$ cat src/rtl/johnson_phase_decoder.sv
// Johnson phase decoder: samples a 5-bit Johnson code, decodes it to a phase index
// and one-hot strobe, and tracks lock, code integrity and completed revolutions.
module johnson_phase_decoder #(
    parameter int LOCK_COUNT = 3,
    parameter int REV_WIDTH  = 8
) (
    input  logic                 clock,
    input  logic                 Reset,
    input  logic                 en,
    input  logic [4:0]           Q,
    input  logic                 clr,
    output logic [3:0]           phase,
    output logic [9:0]           phase_onehot,
    output logic                 valid,
    output logic                 locked,
    output logic                 illegal,
    output logic                 skip_err,
    output logic [REV_WIDTH-1:0] rev_count,
    output logic                 rev_tick
);

    typedef enum logic [1:0] {
        UNLOCKED = 2'd0,
        LOCKING  = 2'd1,
        LOCKED   = 2'd2
    } lockState_t;

    localparam logic [3:0] LOCK_TARGET = 4'(LOCK_COUNT);
    localparam logic [3:0] LAST_PHASE  = 4'd9;

    lockState_t state;
    logic [3:0] run;
    logic [4:0] storedCode;

    logic       sampleLegal;
    logic [3:0] samplePhase;
    logic [3:0] nextPhase;
    logic       isHold;
    logic       isSuccessor;
    logic       isWrap;

    // Decode the sampled code and classify it against the last stored legal code.
    always_comb begin
        sampleLegal = 1'b1;
        samplePhase = 4'd0;
        case (Q)
            5'b00000: samplePhase = 4'd0;
            5'b00001: samplePhase = 4'd1;
            5'b00011: samplePhase = 4'd2;
            5'b00111: samplePhase = 4'd3;
            5'b01111: samplePhase = 4'd4;
            5'b11111: samplePhase = 4'd5;
            5'b11110: samplePhase = 4'd6;
            5'b11100: samplePhase = 4'd7;
            5'b11000: samplePhase = 4'd8;
            5'b10000: samplePhase = 4'd9;
            default: begin
                sampleLegal = 1'b0;
                samplePhase = 4'd0;
            end
        endcase
        nextPhase   = (phase == LAST_PHASE) ? 4'd0 : phase + 4'd1;
        isHold      = sampleLegal && (Q == storedCode);
        isSuccessor = sampleLegal && (samplePhase == nextPhase);
        isWrap      = isSuccessor && (phase == LAST_PHASE);
    end

    // Lock state machine, stored code, sticky flags and revolution counter.
    always_ff @(posedge clock or posedge Reset) begin
        if (Reset) begin
            state      <= UNLOCKED;
            run        <= 4'd0;
            storedCode <= 5'b00000;
            phase      <= 4'd0;
            illegal    <= 1'b0;
            skip_err   <= 1'b0;
            rev_count  <= '0;
            rev_tick   <= 1'b0;
        end else begin
            rev_tick <= 1'b0;
            if (clr) begin
                illegal  <= 1'b0;
                skip_err <= 1'b0;
            end
            if (en) begin
                if (!sampleLegal) begin
                    state   <= UNLOCKED;
                    run     <= 4'd0;
                    illegal <= 1'b1;
                end else begin
                    phase      <= samplePhase;
                    storedCode <= Q;
                    case (state)
                        UNLOCKED: begin
                            state <= LOCKING;
                            run   <= 4'd0;
                        end
                        LOCKING: begin
                            if (isHold) begin
                                run <= run;
                            end else if (isSuccessor) begin
                                run <= run + 4'd1;
                                if (run + 4'd1 == LOCK_TARGET) begin
                                    state <= LOCKED;
                                end
                            end else begin
                                run <= 4'd0;
                            end
                        end
                        LOCKED: begin
                            if (isHold) begin
                                run <= run;
                            end else if (isSuccessor) begin
                                if (isWrap) begin
                                    rev_count <= rev_count + 1'b1;
                                    rev_tick  <= 1'b1;
                                end
                            end else begin
                                state    <= LOCKING;
                                run      <= 4'd0;
                                skip_err <= 1'b1;
                            end
                        end
                        default: begin
                            state <= UNLOCKED;
                            run   <= 4'd0;
                        end
                    endcase
                end
            end
        end
    end

    // Lock indication and strobe come straight from registered state, never from Q.
    always_comb begin
        locked       = (state == LOCKED);
        valid        = locked;
        phase_onehot = locked ? (10'b1 << phase) : 10'b0;
    end

endmodule
$ cat config.mk
export PLATFORM = sky130hd
export DESIGN_NAME = johnson_phase_decoder
export DESIGN_NICKNAME = d
export VERILOG_FILES = /design/src/rtl/johnson_phase_decoder.sv
export SDC_FILE = /design/constraint.sdc
export NUM_CORES = 1
export LEC_CHECK = 0
export BUFFER_PORTS_ARGS = -buffer_cell sky130_fd_sc_hd__buf_2
export CAP_MARGIN = 30
export CORE_AREA = 2 2 56 58
export CTS_CLUSTER_DIAMETER = 120
export DETAILED_ROUTE_END_ITERATION = 6
export DIE_AREA = 0 0 58 60
export PLACE_DENSITY_LB_ADDON = 0.15
export SETUP_SLACK_MARGIN = 0.5
export SYNTH_ARGS = -nofsm -noshare
export SYNTH_HDL_FRONTEND = slang
export SYNTH_SLANG_ARGS = --single-unit
$ cat constraint.sdc
create_clock -name clock -period 4.8 [get_ports clock]
set_input_delay 0.48 -clock clock [delete_from_list [all_inputs] [get_ports clock]]
set_output_delay 0.48 -clock clock [all_outputs]
set_load 0.02 [all_outputs]
Word-level counts from Yosys, hierarchy flattened --
Cells that the tools add are included. W data, S select, Z words.
Word-level totals: bits in registers 26, input bits 9, logic and storage cells 75, output and inout bits 27
Operators by class: reductions and logical operators 10, equal/unequal tests 20, bitwise gates (word level) 1, mux-type cells 32, shift operators 1, $add $sub $neg 3
Operators by type and width (number):
- $pmux W4 S9 | 1
- $eq A5 B5 Y1 const B | 5
- $mux W4 | 6
- $mux W1 | 16
- $ne A3 B3 Y1 const B | 5
- $mux W2 | 6
- $reduce_and A6 Y1 | 2
- $mux W10 | 1
- $reduce_or A10 Y1 | 1
- $shl A1 B4 Y10 const A | 1
- $add A4 B1 Y4 const B | 2
- $add A8 B1 Y8 const B | 1
- $pmux W4 S2 | 1
- $pmux W2 S3 | 1
- $eq A5 B1 Y1 const B | 1
- $eq A5 B2 Y1 const B | 1
- $eq A5 B3 Y1 const B | 1
- $eq A5 B4 Y1 const B | 1
- $eq A5 B5 Y1 | 1
- $logic_not A5 Y1 | 1
- $eq A4 B2 Y1 const B | 1
- $eq A4 B4 Y1 | 1
- $eq A4 B4 Y1 const B | 1
- $reduce_and A4 Y1 | 1
- other kinds (6) | 8

Logic depth before layout (Yosys ltp) --
Gate-level depths: netlist (run 1).
depth in word-level cells 11, depth in mapped cells 9, gate-level depth less buffers 9

Least setup slack after synthesis (run 1) --
No wires, ideal clock.
path type reg2reg, from reg phase[2], to reg rev_count[1], slack 2.382 ns, data arrival time 2.291 ns, required time 4.673 ns, stages on the path, launching flop included 9, library setup time 0.127 ns, period minus slack after synthesis 2.418 ns, path buffers 1, cell sequence dfrtp_1 clkbuf_1 inv_1 ha_1 a21oi_1 xnor2_1 nand4_2 nor4_4 mux2_1
Between the ends: cells in the longest elaborated chain, start to end 6, elaborated cells on any way between the ends 7, those cells by class 1 x add/sub; 2 x eq/ne; 1 x mux; 3 x reduce/logical
Ends and longest elaborated chain:
- from (decl) | RTL line 12 | output logic [3:0] phase,
- from (signal assigned) | RTL line 91 | phase <= samplePhase;
- $add A4 B1 Y4 / $eq A4 B4 Y1 (equally long branches) | RTL line 62, 65
- $mux W4 | RTL line 62 | nextPhase = (phase == LAST_PHASE) ? 4'd0 : phase + 4'd1;
- $eq A4 B4 Y1 | RTL line 64 | isSuccessor = sampleLegal && (samplePhase == nextPhase);
- $logic_and A1 B1 Y1 | RTL line 64
- $logic_and A1 B1 Y1 | RTL line 65 | isWrap = isSuccessor && (phase == LAST_PHASE);
- $reduce_and A6 Y1 (no source line) *
- to (signal assigned) | RTL line 115 | rev_count <= rev_count + 1'b1;
- to (decl) | RTL line 18 | output logic [REV_WIDTH-1:0] rev_count,
Every way passes the cells marked *; elsewhere a longest branch is shown, timed or not. A chain may end at the register's enable or synchronous reset.

Worst setup path in the final report (run 1) --
Same ends and word-level chain as after synthesis.

==> flow_metrics.tcl, run 1 <==
set metrics [dict create \
    drt_iter0_markers 80 \
    cts_sinks 26 \
    drc 0 \
    synth_cells 170 \
    cts-root-buf "clkbuf_4" \
    worstSetupStartpointType "flip-flop" \
    p_leak_nw 0.9689 \
    critPathCaptureType "flip-flop" \
    slowest_stage "dfrtp_1" \
    muxShareOfSynthArea 0.03464 \
    synth_edf_count 0 \
    grt_overflow 0 \
    coreArea_mm2 0.002903 \
    r2r_start "phase[2]" \
    ff2ff_setup_slack_ns 2.39 \
    finalSetupTns_ns 0 \
    cts_resized 0 \
    min_path_type "primary input to asynchronous set/reset pin" \
    rr_endpoint "rev_count[1]" \
    peakVddDrop_mv 0.2015 \
    die_y_um 60 \
    power_density_mw_per_mm2 273.6 \
    numPortBuffers 35 \
    antenna_left 0 \
    drv_cap 0 \
    grt_usage 0.2127 \
    period_needed_ns 2.412 \
    h-tree-depth 1 \
    synth_flop_cell "dfrtp_1" \
    synth.distinct_cells 47 \
    die-width_um 58 \
    ys_async_sr_fraction 1.000 \
    seq_area_frac_synth 0.4003 \
    synth_area_per_cell_um2 9.561 \
    synthToLayoutAreaGrowth_pct 16.40 \
    nFillCells 242 \
    drv_slew 0 \
    critical_path_class "flip-flop to flip-flop" \
    synth_simple_gate_area_frac 0.2225 \
    cp.arrival_ns 2.64 \
    layout_common_cells "buf_2 (35), dfrtp_1 (26), nand2_1 (16), inv_1 (13), xnor2_1 (9)" \
    cts_hold_buf 0 \
    design_area_mm2 0.001892 \
    first_pass_iters 4 \
    synth_top_family_by_area "simple AND/OR/NAND/NOR gates" \
    grt_pass1_vias 1258 \
    yosysWarnings 0 \
    path_clk_slew_ns 0.15 \
    core.rowCount 20 \
    viasPerCell 5.717 \
    synth.net_count 184 \
    status "finished, final reports clean" \
    synthAdderAreaFrac 0.03849 \
    dp_hpwl_mm 2.520 \
    cp_max_fo 11 \
    diodes 0 \
    vias 1355 \
    cts_max_path_buffers 2 \
    cp_cell_sequence "inv_1 -> ha_1 -> a21oi_1 -> xnor2_1 -> nand4_2 -> nor4_4 -> mux2_1" \
    cts_tree "done" \
    worstPathRequired_ns 5.03 \
    antenna_found_initial 0 \
    fin_skew_ns 0.006230 \
    worst_pin_slew_ns 0.5474 \
    cts_buffers 3 \
    fin_nets 219 \
    wl_per_cell_um 14.27 \
    drive_above_1_share 0.2549 \
    clk_latency_ns 0.32 \
    fp.dieArea_mm2 0.003480 \
    syn_area_mm2 0.001625 \
    rsz0062_at_grt "no" \
    critPathMaxStageDelay_ns 0.56 \
    critPathBufInv 1 \
    place.gp.congestion 0.8653 \
    final_common_cell "buf_2" \
    post_cts_buffers 0 \
    synth_compound_gate_area_share 0.1640 \
    critPathTopFamily "simple AND/OR/NAND/NOR gates" \
    place_area_mm2 0.001839 \
    grt_max_degree 19 \
    hold_viol 0 \
    relSlewSlack 0.6323 \
    yosys.area_share.xor_xnor 0.09161 \
    finalSetupViolCount 0 \
    max_freq_ghz 0.4146 \
    start_util 0.5599 \
    grt_pass1_wl_mm 5.678 \
    ios 36 \
    period_share 0.5025 \
    ys_ff_latch 26 \
    ff2ff_path_depth 7 \
    routed_wl_mm 3.382 \
]
## cells in the mapped netlist, types with 2 or more instances
cell | n | area share
nand2_1 | 16 | 0.037
a22o_1 | 4 | 0.022
nor2_1 | 7 | 0.016
or3_1 | 3 | 0.012
a31o_2 | 2 | 0.011
and4_1 | 3 | 0.016
clkbuf_1 | 2 | 0.0046
o32ai_1 | 2 | 0.011
and3_1 | 2 | 0.0077
mux2_2 | 4 | 0.028
nand2b_1 | 6 | 0.023
nor3_1 | 6 | 0.018
nor2b_1 | 4 | 0.015
dfrtp_1 | 26 | 0.40
o21ai_0 | 7 | 0.022
xnor2_1 | 9 | 0.049
nor3b_1 | 2 | 0.0092
nand3_1 | 7 | 0.022
a21oi_1 | 4 | 0.012
ha_1 | 5 | 0.038
inv_1 | 13 | 0.030
xor2_1 | 8 | 0.043
nand4_1 | 2 | 0.0077
buf_2 | 3 | 0.0092
## power by group
group          switching (W)  internal (W)
registers          0.0000197      0.000236
logic              0.0000653     0.0000446
clock network      0.0000675     0.0000844
## registers in the layout (all words and copies together), names as in the netlist
signal      cells
rev_count       8
illegal         1
phase           4
run             4
rev_tick        1
skip_err        1
state           2
storedCode      5
## kinds of logic after synthesis
| logic type | after synthesis |
|---|---|
| and+or+nand+nor | 63 |
| muxes | 5 |
| DFF | 26 |
| AOI/OAI and AO/OA | 35 |
| xor gates and xnor gates | 17 |
| buffers and inverters | 19 |
| adders and majority gates | 5 |
## metrics by stage
step,total power [W],instances,hold WS (ns),utilization,setup WS (ns)
finish,0.0005175,237,0.1360,0.6517,2.388
CTS,0.0005227,237,0.1392,0.6517,2.347
floorplan,0.0003397,170,0.4689,-,2.382
detailed placement,0.0003699,233,0.4707,0.6336,2.280
global placement,0.0003630,232,0.4700,0.6241,2.299
global route,0.0005443,237,0.1419,0.6517,2.153
## per-layer routing
layer  wire length [µm]  vias to the layer above  track usage
li1                   -                      673            -
met4                 19                        0      0.06645
met1               1612                      647       0.2849
met5                  0                        -            0
met2               1615                       33       0.3571
met3                135                        2      0.03030
## worst max-delay path by stage
stage                  start           end  depth (start not counted)
finish              phase[2]  rev_count[1]                          7
global route        phase[2]  rev_count[3]                          8
CTS                 phase[2]  rev_count[1]                          7
detailed placement      Q[3]  rev_count[1]                          7
global placement        Q[3]  rev_count[1]                          7
floorplan           phase[2]  rev_count[1]                          8
## cell type report
class,count,area (µm²),share of cell area
Clock inverter,1,30.03,0.01587
Multi-Input combinational cell,125,895.9,0.4735
Inverter,13,48.80,0.02579
Timing Repair Buffer,36,202.7,0.1071
Tap cell,33,41.29,0.02183
Sequential cell,26,650.6,0.3439
Clock buffer,3,22.52,0.01190
(Power assumes the default switching activity.)
==> run 2, diff against run 1 <==
--- a/config.mk
+++ b/config.mk
@@ -5,12 +5,13 @@
 export SDC_FILE = /design/constraint.sdc
 export NUM_CORES = 1
 export LEC_CHECK = 0
+export ABC_AREA = 1
 export BUFFER_PORTS_ARGS = -buffer_cell sky130_fd_sc_hd__buf_2
 export CAP_MARGIN = 30
-export CORE_AREA = 2 2 56 58
+export CORE_AREA = 2 2 61 63
 export CTS_CLUSTER_DIAMETER = 120
 export DETAILED_ROUTE_END_ITERATION = 6
-export DIE_AREA = 0 0 58 60
+export DIE_AREA = 0 0 63 65
 export PLACE_DENSITY_LB_ADDON = 0.15
 export SETUP_SLACK_MARGIN = 0.5
 export SYNTH_ARGS = -nofsm -noshare
==> constraint.sdc (replaced) <==
create_clock -name clock -period 2.4 [get_ports clock]
set_input_delay 0.24 -clock clock [delete_from_list [all_inputs] [get_ports clock]]
set_output_delay 0.24 -clock clock [all_outputs]
set_load 0.02 [all_outputs]
==> run 2 against run 1 <==
  * Setup slack got worse by 1.8 ns
  * Sequential share of layout area fell by 5.3 points
  * Cell area rose by 19%
  * Largest cell class unchanged
==> flow_metrics.tcl, run 2 <==
set metrics [dict create \
    status "finished, final reports clean" \
    fin_nets 302 \
    grt_overflow 0 \
    antenna_found_initial 0 \
    min_path_type "primary input to flip-flop" \
    cts_max_path_buffers 2 \
    antenna_left 0 \
    seq_area_frac_synth 0.3525 \
    period_share 0.7402 \
    cts_buffers 3 \
    grt_usage 0.1978 \
    power_density_mw_per_mm2 488.2 \
    coreArea_mm2 0.003496 \
    synth_top_area_cell "dfrtp_1" \
    top_regs "rev_count: 8 flops, storedCode: 5 flops" \
    viasPerCell 4.890 \
    path_clk_slew_ns 0.15 \
    synth_area_leaders "dfrtp_1 (35%), nand2_1 (13%), nand2_2 (6.4%)" \
    grt_pass1_wl_mm 6.506 \
    nFillCells 321 \
    hold_viol 0 \
    synth_edf_count 0 \
    cts_sinks 26 \
    yosysWarnings 0 \
    critical_path_class "flip-flop to output pin" \
    cp_max_fo 7 \
    synth.net_count 255 \
    diodes 0 \
    critPathCaptureType "output pin" \
    relSlewSlack 0.6197 \
    drv_slew 0 \
    clk_latency_ns 0.33 \
    worstPathRequired_ns 2.16 \
    largest_reg_flops 8 \
    layout_common_cells "nand2_1 (55), buf_2 (35), nand2_2 (25), dfrtp_1 (23), inv_1 (21)" \
    fin_skew_ns 0.009546 \
    core.rowCount 22 \
    worstSetupStartpointType "flip-flop" \
    max_freq_ghz 0.5629 \
    p_leak_nw 1.252 \
    drt_iter0_markers 72 \
    grt_pass1_vias 1461 \
    die_y_um 65 \
    cts_tree "done" \
    die-width_um 63 \
    final_common_cell "nand2_1" \
    ys_ff_latch 26 \
    routed_wl_mm 3.730 \
    cts-root-buf "clkbuf_4" \
    drive_above_1_share 0.3937 \
    worst_pin_slew_ns 0.5698 \
    period_needed_ns 1.776 \
    finalWorstSetupSlack_ns 0.6235 \
    h-tree-depth 1 \
    ys_top_cells_by_count "nand2_1 (62), dfrtp_1 (26), inv_1 (25), nand2_2 (19), nand3_1 (18)" \
    synth_area_per_cell_um2 7.658 \
    yosys.area.top_type_share 0.3525 \
    ios 36 \
    drv_cap 0 \
    numPortBuffers 35 \
    synth_flop_cell "dfrtp_1" \
    synth.distinct_cells 29 \
    finalSetupTns_ns 0 \
    drc 0 \
    wl_per_cell_um 11.13 \
    place.gp.congestion 0.8185 \
    peakVddDrop_mv 0.5171 \
    dp_hpwl_mm 2.771 \
    cp.arrival_ns 1.54 \
    synth.most_common_cell "nand2_1" \
    place_ws_ns 0.4440 \
    top_register "rev_count" \
    fp.dieArea_mm2 0.004095 \
    start_util 0.5279 \
    finalSetupViolCount 0 \
    syn_area_mm2 0.001846 \
    synth_cells 241 \
    ys_async_sr_fraction 1.000 \
    first_pass_iters 4 \
    rsz0062_at_grt "no" \
    synthToLayoutAreaGrowth_pct 21.76 \
    grt_max_degree 17 \
    vias 1638 \
]
==> run 2: cell count changes in the layout (fill, tap and decap cells not counted), moves of 6 or more <==
| cell | delta |
|---|---|
| nand2_2 | +25 |
| nand2b_1 | -6 |
| inv_1 | +8 |
| nor2_1 | +9 |
| inv_2 | +11 |
| buf_4 | +7 |
| o21ai_2 | +7 |
| nand3_1 | +11 |
| nand2_1 | +39 |
==> run 2: cell type report <==
cell class                 instances  area [µm²]  area share
clock inverter                     1       30.03     0.01336
inverter                          32       120.1     0.05345
sequential                        26       654.4      0.2912
multi-input combinational        181        1111      0.4944
tap                               48       60.06     0.02673
timing repair buffer              44       249.0      0.1108
clock buffer                       3       22.52     0.01002
==> run 2: path summary, 6_finish.rpt <==
kind | start | end | slack (ns) | depth (start not counted)
setup / recovery | phase[1] | phase_onehot[9] | 0.62 | 7
hold / removal | clr | illegal | 0.09 | 2
setup reg to reg | phase[0] | state[0] | 0.64 | 13
hold reg to reg | storedCode[1] | storedCode[1] | 0.52 | 2
max in group asynchronous | Reset | run[0] | 1.35 | 4
min in group asynchronous | Reset | rev_tick | 0.48 | 3
==> run 2: cell families after synthesis <==
family	after synthesis	synth area share
AND/OR/NAND/NOR	143	0.4088
AO/OA/AOI/OAI	20	0.07119
buffers and inverters	34	0.07187
flip-flops	26	0.3525
XOR/XNOR	13	0.06170
adder cells (fa/ha/maj)	5	0.03390
==> run 2: report_power, final <==
part	total, W	switching (W)	internal (W)
combinational	0.000294	0.000188	0.000106
sequential	0.000498	0.0000259	0.000472
clock	0.000305	0.000136	0.000169
==> run 2: what timing repair did <==
action                                 in CTS  in global routing
pin swaps                                   1                  6
resized for setup                           2                 15
hold buffers                                1                  0
endpoints found under the hold margin      14                  0
buffers inserted                            4                  3
setup endpoints to repair                  20                 20
==> run 2: layer usage <==
| metal | track usage | part of all wire | up-vias | routed length (µm) |
|---|---|---|---|---|
| met2 | 0.3271 | 0.48 | 24 | 1779 |
| met5 | 0 | 0 | - | 0 |
| met4 | 0.05833 | 0.012 | 0 | 46 |
| met1 | 0.2677 | 0.48 | 751 | 1789 |
| li1 | - | - | 858 | - |
| met3 | 0.03125 | 0.031 | 5 | 114 |
==> run 2: stage by stage <==
step                std cells  utilization  area, µm²  power [W]  hold slack (ns)
finish                    335       0.6428       2247   0.001097          0.08573
global route              335       0.6428       2247   0.001160          0.07720
CTS                       332       0.6238       2181   0.001089          0.07542
detailed placement        323       0.5966       2086  0.0007707           0.3180
global placement          323       0.5966       2086  0.0007675           0.3291
floorplan                 241            -       1856  0.0007076           0.2798
==> run 2: worst max-delay path, cell delays in order (launching register included) <==
cell	delay [ns]
dfrtp_2	0.42
buf_4	0.16
inv_2	0.06
nand2_4	0.05
inv_2	0.07
nand2_4	0.07
nor2_1	0.17
buf_2	0.20
==> run 3, diff against run 2 <==
==> constraint.sdc (replaced) <==
create_clock -name clock -period 1.7 [get_ports clock]
set_input_delay 0.17 -clock clock [delete_from_list [all_inputs] [get_ports clock]]
set_output_delay 0.17 -clock clock [all_outputs]
set_load 0.02 [all_outputs]
==> run 3 against run 2 <==
  * The run now ends with negative setup slack left
  * Utilization rose by 16 points
  * Sequential power increased by 42%
  * Flip-flop and latch count stayed put
  * Final cell count rose by 10%
  * Die area unchanged
  * Register-to-register slack got worse by 0.86 ns
  * Cell area rose by 25%
  * Critical endpoint is now rev_count[0]
  * Highest routed layer unchanged
==> flow_metrics.tcl, run 3 (synthesis results as in run 2) <==
set metrics [dict create \
    cp.arrival_ns 2.17 \
    antenna_left 0 \
    routed_wl_mm 5.273 \
    period_share 1.130 \
    drv_cap 0 \
    grt_usage 0.2593 \
    cp_cell_sequence "nand2_2 -> inv_2 -> buf_4 -> nand3_1 -> nand3_1 -> nand2_1 -> nand2_1 -> nand4_4 -> buf_4 -> nor2_4 -> xor2_1" \
    numPortBuffers 35 \
    wl_per_cell_um 14.29 \
    die_y_um 65 \
    grt_max_degree 27 \
    drv_slew 0 \
    worstSetupStartpointType "flip-flop" \
    status "complete, but fails checks" \
    slowest_stage "dfrtp_2" \
    cts_max_path_buffers 2 \
    period_needed_ns 1.921 \
    power_density_mw_per_mm2 581.0 \
    critical_path_class "flip-flop to flip-flop" \
    h-tree-depth 1 \
    critPathCaptureType "flip-flop" \
    dp.cells 347 \
    final_common_cell "nand2_1" \
    layout_common_cells "nand2_1 (48), buf_4 (31), nand2_2 (25), buf_6 (25), dfrtp_1 (23)" \
    core.rowCount 22 \
    cp_max_fo 4 \
    grt_overflow 0 \
    start_util 0.5279 \
    violations "negative setup slack" \
    critPathMaxStageDelay_ns 0.45 \
    synthToLayoutAreaGrowth_pct 51.86 \
    ios 36 \
    dp_hpwl_mm 2.942 \
    max_freq_ghz 0.5206 \
    vias 1881 \
    drt_iter0_markers 95 \
    finalSetupViolCount 18 \
    top_regs "rev_count: 8 flops, storedCode: 5 flops" \
    antenna_found_initial 0 \
    cts_sinks 26 \
    drive_above_1_share 0.5265 \
    viasPerCell 5.098 \
    fp.dieArea_mm2 0.004095 \
    final-instance-count-excl-fill 369 \
    drc 0 \
    relSlewSlack 0.7760 \
    fin_nets 336 \
    first_pass_iters 4 \
    cts-root-buf "clkbuf_4" \
    peakVddDrop_mv 0.4774 \
    grt_pass1_vias 1891 \
    power_w 0.001628 \
    worst_pin_slew_ns 0.3360 \
    top_register "rev_count" \
    path_clk_slew_ns 0.14 \
    min_path_type "primary input to flip-flop" \
    coreArea_mm2 0.003496 \
    rsz0062_at_grt "yes" \
    cts_tree "done" \
    die-width_um 63 \
    grt_pass1_wl_mm 8.362 \
    place.gp.congestion 0.8283 \
    fin_skew_ns 0.003000 \
    diodes 0 \
    clk_latency_ns 0.32 \
    cts_buffers 3 \
    hold_viol 0 \
    worstPathRequired_ns 1.95 \
    p_leak_nw 1.477 \
    largest_reg_flops 8 \
    finalWorstSetupSlack_ns -0.2210 \
]
[run 3: cell types whose count changed in the layout (fill, tap and decap cells not counted), moves of 3 or more]
| cell | before | now |
|---|---|---|
| nor3_1 | 4 | 0 |
| buf_6 | 1 | 25 |
| buf_2 | 35 | 19 |
| nor2_1 | 16 | 9 |
| buf_4 | 7 | 31 |
| inv_1 | 21 | 18 |
| nand2_1 | 55 | 48 |
| nor2_4 | 5 | 12 |
| nand2_4 | 4 | 11 |
[run 3: cell type report]
cell class	count	area, µm²
Sequential cell	26	654.4
Timing Repair Buffer	77	634.4
Fill cell	212	693.2
Inverter	32	125.1
Multi-Input combinational cell	182	1303
Clock buffer	4	26.28
Tap cell	48	60.06
[run 3: power breakdown]
part | internal, W | switching (W) | total, W
clock | 0.0000920 | 0.000183 | 0.000276
combinational | 0.000277 | 0.000367 | 0.000644
sequential | 0.000666 | 0.0000423 | 0.000709
[run 3: final timing paths]
| check | startpoint | end | slack (ns) | cells after the start |
|---|---|---|---|---|
| hold / removal | clr | skip_err | 0.03 | 2 |
| min in group asynchronous | Reset | run[2] | 0.43 | 4 |
| hold reg to reg | storedCode[1] | storedCode[1] | 0.53 | 2 |
| setup / recovery | phase[0] | rev_count[0] | -0.22 | 11 |
| setup reg to reg | phase[0] | rev_count[0] | -0.22 | 11 |
| max in group asynchronous | Reset | phase[0] | 1.00 | 4 |
[run 3: through the flow]
stage               hold slack, ns  TNS (ns)  worst slack (ns)    util  cell area [µm²]
floorplan                   0.2098   -0.6778          -0.08990       -             1916
global placement            0.2433  -0.06217          -0.03854  0.6654             2326
finish                     0.02864    -1.922           -0.2210  0.8017             2803
CTS                        0.02008   -0.7603          -0.06486  0.7566             2645
global route               0.04064    -3.768           -0.3098  0.8017             2803
detailed placement          0.2516   -0.5113          -0.06615  0.6654             2326
[run 3: repair_timing]
| action | 4_1_cts | 5_1_grt |
|---|---|---|
| hold buffers | 1 | 0 |
| endpoints found under the setup margin | 33 | 34 |
| gates cloned | 1 | 0 |
| resized for setup | 61 | 24 |
| setup buffers | 9 | 7 |
| endpoints found under the hold margin | 26 | 0 |
| pin swaps | 13 | 6 |
[run 3: worst max-delay path: cells and delay by family (launching register included)]
kind | cells | cell delay [ns]
simple gates | 7 | 0.82
xor+xnor | 1 | 0.20
flops | 1 | 0.45
buf+inv | 3 | 0.39
[run 3: metal layers]
layer  wire length, µm  GRT usage
met1              2240     0.3006
met2              2740     0.4681
met3               149    0.02951
met4               144     0.1389
met5                 0          0
